**src/rtl/mem_spi_bridge.sv**
```systemverilog
// SPI mode-0 slave bridging an external host to a small byte-wide memory.
// Decodes command frames, issues write pulses and streams registered read data out on MISO.
module mem_spi_bridge #(
  parameter int ADDR_BITS = 4
) (
  input  logic                 clk,
  input  logic                 rst_n,
  input  logic                 spi_sclk,
  input  logic                 spi_cs_n,
  input  logic                 spi_mosi,
  output logic                 spi_miso,
  output logic [ADDR_BITS-1:0] mem_addr,
  output logic [7:0]           mem_wdata,
  output logic                 mem_we,
  input  logic [7:0]           mem_rdata,
  output logic                 busy
);

  localparam logic [2:0] ST_IDLE = 3'd0;
  localparam logic [2:0] ST_CMD  = 3'd1;
  localparam logic [2:0] ST_WR   = 3'd2;
  localparam logic [2:0] ST_RD   = 3'd3;
  localparam logic [2:0] ST_IGN  = 3'd4;
  localparam logic [ADDR_BITS-1:0] ADDR_ONE = {{(ADDR_BITS-1){1'b0}}, 1'b1};

  logic                 sclk_s1_q, sclk_s2_q, sclk_s3_q;
  logic                 cs_s1_q, cs_s2_q, cs_prev_q;
  logic                 mosi_s1_q, mosi_s2_q;
  logic [1:0]           sync_ok_q;

  logic [2:0]           state_q, state_d;
  logic [2:0]           bit_cnt_q, bit_cnt_d;
  logic [6:0]           rx_q, rx_d;
  logic [ADDR_BITS-1:0] addr_q, addr_d;
  logic [7:0]           wdata_q, wdata_d;
  logic                 we_q, we_d;
  logic [1:0]           ld_q, ld_d;
  logic [7:0]           tx_q, tx_d;
  logic                 miso_q, miso_d;

  logic                 sclk_rise, sclk_fall, cs_fall, byte_done;
  logic [7:0]           rx_byte;

  // cs_prev is held low until the synchronizer carries real pin data, so a
  // chip select already low at reset release never looks like a frame start.
  always_ff @(posedge clk) begin
    if (!rst_n) begin
      sclk_s1_q <= 1'b0;
      sclk_s2_q <= 1'b0;
      sclk_s3_q <= 1'b0;
      cs_s1_q   <= 1'b1;
      cs_s2_q   <= 1'b1;
      cs_prev_q <= 1'b0;
      mosi_s1_q <= 1'b0;
      mosi_s2_q <= 1'b0;
      sync_ok_q <= 2'b00;
    end else begin
      sclk_s1_q <= spi_sclk;
      sclk_s2_q <= sclk_s1_q;
      sclk_s3_q <= sclk_s2_q;
      cs_s1_q   <= spi_cs_n;
      cs_s2_q   <= cs_s1_q;
      cs_prev_q <= cs_s2_q & sync_ok_q[1];
      mosi_s1_q <= spi_mosi;
      mosi_s2_q <= mosi_s1_q;
      sync_ok_q <= {sync_ok_q[0], 1'b1};
    end
  end

  assign sclk_rise = sclk_s2_q & ~sclk_s3_q;
  assign sclk_fall = ~sclk_s2_q & sclk_s3_q;
  assign cs_fall   = cs_prev_q & ~cs_s2_q;
  assign rx_byte   = {rx_q, mosi_s2_q};
  assign byte_done = sclk_rise && (bit_cnt_q == 3'd7);

  always_comb begin
    state_d   = state_q;
    bit_cnt_d = bit_cnt_q;
    rx_d      = rx_q;
    addr_d    = addr_q;
    wdata_d   = wdata_q;
    we_d      = 1'b0;
    ld_d      = {ld_q[0], 1'b0};
    tx_d      = tx_q;
    miso_d    = miso_q;

    // Post-write increment lands the cycle after the pulse.
    if (we_q) addr_d = addr_q + ADDR_ONE;
    // Read data is valid two cycles after the address moved.
    if (ld_q[1]) tx_d = mem_rdata;

    if (sclk_rise) begin
      rx_d      = {rx_q[5:0], mosi_s2_q};
      bit_cnt_d = bit_cnt_q + 3'd1;
    end

    case (state_q)
      ST_IDLE: begin
        if (cs_fall) begin
          state_d   = ST_CMD;
          bit_cnt_d = 3'd0;
        end
      end
      ST_CMD: begin
        if (byte_done) begin
          if (rx_byte[6:4] != 3'b000) begin
            state_d = ST_IGN;
          end else begin
            addr_d = rx_byte[ADDR_BITS-1:0];
            if (rx_byte[7]) begin
              state_d = ST_WR;
            end else begin
              state_d = ST_RD;
              ld_d[0] = 1'b1;
            end
          end
        end
      end
      ST_WR: begin
        if (byte_done) begin
          wdata_d = rx_byte;
          we_d    = 1'b1;
        end
      end
      ST_RD: begin
        if (sclk_fall) begin
          miso_d = tx_q[7];
          tx_d   = {tx_q[6:0], 1'b0};
        end
        if (byte_done) begin
          addr_d  = addr_q + ADDR_ONE;
          ld_d[0] = 1'b1;
        end
      end
      ST_IGN: begin
      end
      default: state_d = ST_IDLE;
    endcase

    if (state_q != ST_RD) miso_d = 1'b0;

    if (cs_s2_q) begin
      state_d = ST_IDLE;
      we_d    = 1'b0;
    end
  end

  always_ff @(posedge clk) begin
    if (!rst_n) begin
      state_q   <= ST_IDLE;
      bit_cnt_q <= 3'd0;
      rx_q      <= 7'd0;
      addr_q    <= '0;
      wdata_q   <= 8'd0;
      we_q      <= 1'b0;
      ld_q      <= 2'b00;
      tx_q      <= 8'd0;
      miso_q    <= 1'b0;
    end else begin
      state_q   <= state_d;
      bit_cnt_q <= bit_cnt_d;
      rx_q      <= rx_d;
      addr_q    <= addr_d;
      wdata_q   <= wdata_d;
      we_q      <= we_d;
      ld_q      <= ld_d;
      tx_q      <= tx_d;
      miso_q    <= miso_d;
    end
  end

  assign spi_miso  = miso_q;
  assign mem_addr  = addr_q;
  assign mem_wdata = wdata_q;
  assign mem_we    = we_q;
  assign busy      = (state_q == ST_CMD) || (state_q == ST_WR) || (state_q == ST_RD);

endmodule

```
**config.mk**
```make
export PLATFORM = sky130hd
export DESIGN_NAME = mem_spi_bridge
export DESIGN_NICKNAME = d
export VERILOG_FILES = /design/src/rtl/mem_spi_bridge.sv
export SDC_FILE = /design/constraint.sdc
export NUM_CORES = 1
export LEC_CHECK = 0
export ABC_AREA = 1
export BUFFER_PORTS_ARGS = -buffer_cell sky130_fd_sc_hd__buf_2
export CORE_UTILIZATION = 25
export DETAILED_ROUTE_END_ITERATION = 8
export GPL_TIMING_DRIVEN = 1
export PLACE_DENSITY_LB_ADDON = 0.08
export SKIP_LAST_GASP = 1
export SLEW_MARGIN = 5
export SYNTH_ARGS = -nofsm -noshare
export SYNTH_HDL_FRONTEND = slang
export SYNTH_SLANG_ARGS = --single-unit
```
**constraint.sdc**
```tcl
create_clock -name clk -period 1.9 [get_ports clk]
set_clock_uncertainty 0.15 [all_clocks]
set_input_delay 0.19 -clock clk [delete_from_list [all_inputs] [get_ports clk]]
set_output_delay 0.19 -clock clk [all_outputs]
set_load 0.02 [all_outputs]
```
==> results of run 1 <==
==> routing by layer <==
| metal | vias to the layer above | part of all wire [%] |
|---|---|---|
| met5 | - | 0 |
| met4 | 0 | 0.79 |
| met3 | 4 | 3.3 |
| met2 | 24 | 45 |
| met1 | 795 | 51 |
| li1 | 943 | - |
==> sequential cells by signal, summed over array words and instances (netlist names) <==
signal     cells
mosi_s2_q      1
sclk_s1_q      1
sync_ok_q      2
rx_q           7
mem_wdata      8
mosi_s1_q      1
tx_q           8
cs_s1_q        1
mem_we         1
bit_cnt_q      3
cs_s2_q        1
state_q        3
sclk_s3_q      1
sclk_s2_q      1
mem_addr       4
ld_q           2
cs_prev_q      1
spi_miso       1
==> tightest hold or removal path: cells and delay by family <==
kind	cells	cell delay [ps]
buf+inv	1	80
simple gates	1	150
compound gates	1	50
==> what timing repair did <==
action / 4_1_cts / 5_1_grt
hold buffers: 3 / 0
gates resized for setup: 0 / 3
setup buffers: 0 / 1
endpoints found under the setup margin: 0 / 3
endpoints found under the hold margin: 3 / 0
==> cell families after synthesis <==
kind of cell             synth area share, %
adder cells (fa/ha/maj)                 1.86
AND/OR/NAND/NOR                         26.4
flip-flops                              46.7
buffers and inverters                   9.12
AO/OA/AOI/OAI                           15.1
XOR/XNOR                               0.869
==> synth_stat cells (2+ instances only) <==
cell / count
a21oi_1: 24
clkbuf_1: 6
dfxtp_1: 47
ha_1: 3
inv_1: 35
inv_2: 3
nand2_1: 59
nand3_1: 15
nand4_1: 2
nor2_1: 34
nor3_1: 2
o21ai_0: 32
or2_2: 3
==> where the power goes <==
group	total, mW	leakage (nW)	switching, mW	internal [mW]
registers	1.02	0.382	0.0125	1.00
clock network	0.779	0.0618	0.345	0.433
logic	0.0743	0.706	0.0450	0.0293
total	1.87	1.15	0.403	1.47
==> area by class of cell <==
class                           instances  area [um^2]
Clock inverter                          2         38.8
Timing Repair Buffer                   35          203
Clock buffer                            6         82.6
Multi-Input combinational cell        184          896
Fill cell                             880         5330
Tap cell                              102          128
Sequential cell                        47          941
Inverter                               38          145
==> final timing paths <==
check	slack, ps	cells after the start	endpoint	from
setup / recovery	190	11	mem_addr[2]	bit_cnt_q[0]
hold / removal	70	3	tx_q[0]	mem_rdata[0]
setup reg to reg	190	11	mem_addr[2]	bit_cnt_q[0]
hold reg to reg	270	2	sync_ok_q[1]	sync_ok_q[0]
==> out/qor.yml, run 1 <==
detailed_routing:
  initialDrtViolationCount: 73
  antenna_left: 0
  routed_wl_um: 4700
  via_per_inst: 4.27
  drt_first_pass_iters: 4
  wire_per_inst_um: 11.4
  drc: 0
  vias: 1766
timing:
  tns_ps: 0
  setup_slack_ps: 194
  timing_worst_slew_pin_value_ps: 491
  drv_slew: 0
  setup_viol: 0
  holdWs_ps: 73.4
  post-route-min-period_ps: 1710
  relSlewSlack_pct: 66.9
  fmax_mhz: 586
  fin_crit_sh_pct: 89.8
  hold_viol: 0
critical_path:
  path_cells: "ha_1 -> ha_1 -> nand3_4 -> inv_4 -> nand2_1 -> nand2_2 -> nand2_1 -> nand2_1 -> nand3_1 -> nand2_1 -> inv_1"
  crit_path_frequent_cell: "nand2_1"
  cp_slowest_cell: "dfxtp_1"
  slowest_delay_ps: 360
  critPathMaxFanout: 8
  cp.required_ps: 1950
  path_buf_inv: 2
  crit_type: "flip-flop to flip-flop"
  crit_family: "simple AND/OR/NAND/NOR gates"
  cp-end-kind: "flip-flop"
  start_kind: "flip-flop"
  cp.arrival_ps: 1750
finish:
  final_cell_mix: "58 x nand2_1, 47 x dfxtp_1, 35 x inv_1, 33 x nor2_1, 32 x o21ai_0"
  nets: 327
  syn_to_final_growth_pct: 20.7
  drive_above_1_share_pct: 17.6
  post-route-cell-area_um2: 2430
  layout_commonest_cell: "nand2_1"
  final_cells: 414
  diodes: 0
  utilization_pct: 31.3
synth:
  ys_types: 25
  synthCells: 277
  synth.largest_area_cell: "dfxtp_1"
  async_flop_share_pct: 0
  avgSynthCellArea_um2: 7.28
  synth_fp_nets: 293
  yosysSeqAreaShare_pct: 46.7
  yosys-top-cells-area: "dfxtp_1 47%, nand2_1 11%, o21ai_0 7.9%"
  ys_ff_latch: 47
  synth_flop_cell: "dfxtp_1"
  yosys_warnings: 0
  synth_edf_count: 0
  synth_top_area_share_pct: 46.7
  syn_area_um2: 2020
floorplanning:
  die_area_um2: 8430
  core_um2: 7770
  die_w_um: 91.8
  io_pins: 28
  fp-row-count: 32
  start_util_pct: 26.0
  fp.dieH_um: 91.8
global_route:
  grt.busiest_layer: "met2"
  antenna_found_initial: 0
  overflow: 0
  grt_pass1_vias: 1672
  grt.total_usage_pct: 12.1
  grt_pass1_wl_um: 8050
  grtUsageMet3_pct: 2.74
  use_met1_pct: 15.9
  grt_util_met2_pct: 20.1
  grt_max_degree: 20
outcome:
  outcome: "completed"
clock_tree:
  cts_buffer_depth: 2
  clockRootBuffer: "clkbuf_8"
  clk_latency_ps: 300
  path_clk_slew_ps: 90
  numCtsBuffers: 5
  cts_tree: "built"
  clock_sinks: 47
  htreeDepth: 2
job:
  drv_cap: 0
place:
  gp_congestion: 0.777
  dp_hpwl_um: 3460
  place_inst: 402
  port-buffer-count: 27
  placedInstanceArea_um2: 2270
  pre_cts_ws_ps: 153
power_and_ir_drop:
  p_leak_nw: 1.15
  power.total_mw: 1.87
  irDropWorstVdd_v: 0.000396
  p_per_area_nw_per_um2: 768
hold_path:
  hp-class: "input port to flip-flop"
(Power assumes the default switching activity.)
==> run 2: changes to the inputs <==
--- a/config.mk
+++ b/config.mk
@@ -5,9 +5,9 @@
 export SDC_FILE = /design/constraint.sdc
 export NUM_CORES = 1
 export LEC_CHECK = 0
-export ABC_AREA = 1
 export BUFFER_PORTS_ARGS = -buffer_cell sky130_fd_sc_hd__buf_2
 export CORE_UTILIZATION = 25
+export CTS_BUF_LIST = sky130_fd_sc_hd__clkbuf_8 sky130_fd_sc_hd__clkbuf_16
 export DETAILED_ROUTE_END_ITERATION = 8
 export GPL_TIMING_DRIVEN = 1
 export PLACE_DENSITY_LB_ADDON = 0.08
==> run 2 against run 1 <==
Against the previous run:
- register-to-register slack lost 90 ps
- hold slack improved by 14 ps
- final cell count is 16% lower
- cell area increased by 0.98%
- routed wire length decreased by 2.2%
- critical endpoint is now mem_addr[3]
- largest power group unchanged
- first-iteration DRC count shrank 58%
- clock power is 10% lower
- synthesized area rose by 0.37%
- highest routed layer unchanged
==> out/qor.yml, run 2 <==
outcome:
  outcome: "completed"
critical_path:
  rr_startpoint: "bit_cnt_q[0]"
  cp-end-kind: "flip-flop"
  slowest_delay_ps: 330  # -30 ps
  critPathMaxFanout: 5  # -3
  rrSetupSlack_ps: 110  # -90 ps
  setup.worst_path.start: "bit_cnt_q[0]"
  path_cells: "ha_1 -> ha_1 -> and3b_2 -> and2_4 -> mux2i_1 -> a221oi_2"
  crit_path_frequent_cell: "ha_1"
  start_kind: "flip-flop"
  cp_slowest_cell: "dfxtp_1"
  cp.required_ps: 1960  # about the same
  cp.arrival_ps: 1860  # +110 ps
  crit_type: "flip-flop to flip-flop"
timing:
  timing_worst_slew_pin_value_ps: 442  # -48.6 ps
  relSlewSlack_pct: 70.2  # +3.3 points
  drv_slew: 0  # unchanged
  fin_crit_sh_pct: 94.3  # +4.5 points
  rsz0062_at_grt: "false"
  fmax_mhz: 558  # -4.8%
  post-route-min-period_ps: 1790  # +85.5 ps
  hold_viol: 0  # unchanged
  setup_viol: 0  # unchanged
finish:
  final_cell_mix: "47 x dfxtp_1, 29 x nand2_1, 27 x buf_2, 18 x mux2i_1, 13 x buf_4"
  layout_commonest_cell: "dfxtp_1"
  post-route-cell-area_um2: 2460  # +0.98%
  diodes: 0  # unchanged
  syn_to_final_growth_pct: 21.5
  drive_above_1_share_pct: 22.7  # +5.0 points
  nets: 263  # -20%
  nFillCells: 838  # -4.8%
  utilization_pct: 31.6  # +0.31 points
clock_tree:
  clock_sinks: 47  # unchanged
  cts_buffer_depth: 2  # unchanged
  cts_tree: "built"
  clk_latency_ps: 290  # about the same
  htreeDepth: 2  # unchanged
  path_clk_slew_ps: 80  # about the same
  clockRootBuffer: "clkbuf_8"
  numCtsBuffers: 5  # unchanged
synth:
  async_flop_share_pct: 0  # unchanged
  synth_edf_count: 0  # unchanged
  yosys_warnings: 0  # unchanged
  syn_area_um2: 2020  # +0.37%
  synth_top_area_share_pct: 46.5  # -0.17 points
  ys_ff_latch: 47  # unchanged
  ys_types: 43  # +72%
  yosysSeqAreaShare_pct: 46.5  # -0.17 points
  avgSynthCellArea_um2: 9.63  # +32%
  synth_flop_cell: "dfxtp_1"
  synth.largest_area_cell: "dfxtp_1"
  synth_fp_nets: 226  # -23%
  yosys-top-cells-area: "dfxtp_1 47%, mux2i_1 8.9%, nand2_1 5.4%"
  yosys-top-cells-count: "47 x dfxtp_1, 29 x nand2_1, 18 x mux2i_1"
  yosysMostFrequentCell: "dfxtp_1"
  synthCells: 210  # -24%
global_route:
  grt_max_degree: 23  # +15%
  overflow: 0  # unchanged
  use_met1_pct: 15.8  # -0.11 points
  grt.busiest_layer: "met2"
  grt_util_met2_pct: 17.2  # -2.8 points
  grt.total_usage_pct: 11.5  # -0.52 points
  grt_pass1_vias: 1451  # -13%
  antenna_found_initial: 0  # unchanged
  grtUsageMet3_pct: 2.65  # -0.083 points
  grt_pass1_wl_um: 7410  # -8.0%
power_and_ir_drop:
  cell_internal_pwr_mw: 1.41  # -4.0%
  irDropWorstVdd_v: 0.000309  # -22%
  comb_power_share_pct: 3.4  # -0.6 points
  pwr-share-seq_pct: 56.9  # +2.5 points
  p_per_area_nw_per_um2: 717  # -6.6%
  p_leak_nw: 1.12  # -2.2%
  pwr-share-clk_pct: 39.7  # -2.0 points
  swShare_pct: 20.1  # -1.4 points
  power_switching_uw: 355  # -12%
  power.total_mw: 1.76  # -5.7%
detailed_routing:
  drc: 0  # unchanged
  via_per_inst: 4.42  # +3.6%
  vias: 1542  # -13%
  wire_per_inst_um: 13.2  # +16%
  drt_first_pass_iters: 4  # unchanged
  antenna_left: 0  # unchanged
  initialDrtViolationCount: 31  # -58%
  routed_wl_um: 4600  # -2.2%
place:
  placedInstanceArea_um2: 2300  # +1.7%
  dp_hpwl_um: 3230  # -6.6%
  port-buffer-count: 27  # unchanged
  gp_congestion: 0.699  # -10%
floorplanning:
  die_w_um: 92.0  # +0.19%
  start_util_pct: 26.0  # +0.097 points
  io_pins: 28  # unchanged
  die_area_um2: 8460  # +0.37%
  fp-row-count: 32  # unchanged
  fp.dieH_um: 92.0  # +0.19%
  core_um2: 7770  # unchanged
hold_path:
  hp-class: "input port to flip-flop"
  hold_path_startpoint: "mem_rdata[3]"
job:
  drv_cap: 0  # unchanged
==> run 2: cell types whose count changed in the layout (fill, tap and decap cells not counted), sizes merged, moves of 8 or more <==
cell,previous run,this run
nor2,35,9
buf,32,41
o211a,0,8
a21oi,25,6
nand3,16,3
mux2i,0,18
nor2b,0,10
nand2,60,29
o21ai,33,4
and2,0,9
inv,39,3
==> run 2: metrics by stage <==
step	hold WS, ps	setup slack (ps)	TNS, ps	instances
2_1_floorplan	67.7	81.8	0	210
3_3_place_gp	232	12.4	0	337
3_5_place_dp	236	-63.9	-143	337
4_1_cts	74.0	7.47	0	347
5_1_grt	81.5	11.9	0	349
6_report	87.8	109	0	349
==> run 2: what timing repair did <==
item,CTS,global route
setup endpoints to repair,3,3
buffers inserted,0,1
endpoints found under the hold margin,3,0
hold buffers,3,0
gates resized for setup,1,2
gates cloned,0,1
==> run 2: worst max-delay path, delay by kind of cell (launching register included) <==
family	cells	cell delay [ps]
flip-flops	1	330
multiplexers	1	130
AND/OR/NAND/NOR	2	440
AO/OA/AOI/OAI	1	260
adder cells (fa/ha/maj)	2	410
==> run 2: path summary, 6_finish.rpt <==
path / end / cells after the start
min: tx_q[3] / 4
min reg2reg: cs_s2_q / 1
max: mem_addr[3] / 6
max reg2reg: mem_addr[3] / 6
==> run 2: cell type report <==
cell class	instances	area [um^2]	area share, %
Timing Repair Buffer	44	283	11.5
Inverter	2	7.51	0.305
Multi-Input combinational cell	147	996	40.5
Tap cell	102	128	5.19
Clock buffer	5	68.8	2.80
Clock inverter	2	33.8	1.37
Sequential cell	47	941	38.3
==> run 2: logic make-up (layout without fill, tap and decap cells) <==
kind of cell,after synthesis,after routing,synth area share [%]
flip-flops,47,47,46.5
adder cells (fa/ha/maj),3,3,1.86
XOR/XNOR,5,5,2.16
AO/OA/AOI/OAI,37,37,13.9
buffers and inverters,17,53,4.89
AND/OR/NAND/NOR,81,82,20.7
multiplexers,20,20,10.0
==> run 2: power groups by stage <==
stage,Sequential (mW),Clock (mW),Combinational [mW]
global placement,1.03,0,0.0568
finish,1.00,0.699,0.0601
CTS,1.00,0.743,0.0616
global route,1.00,0.777,0.0672
detailed placement,1.03,0,0.0563
floorplan,1.02,0,0.0310
==> run 2: per-layer routing <==
layer	routed length (um)	vias to the layer above
li1	-	794
met1	2420	722
met2	2010	22
met3	111	4
met4	57	0
met5	0	-
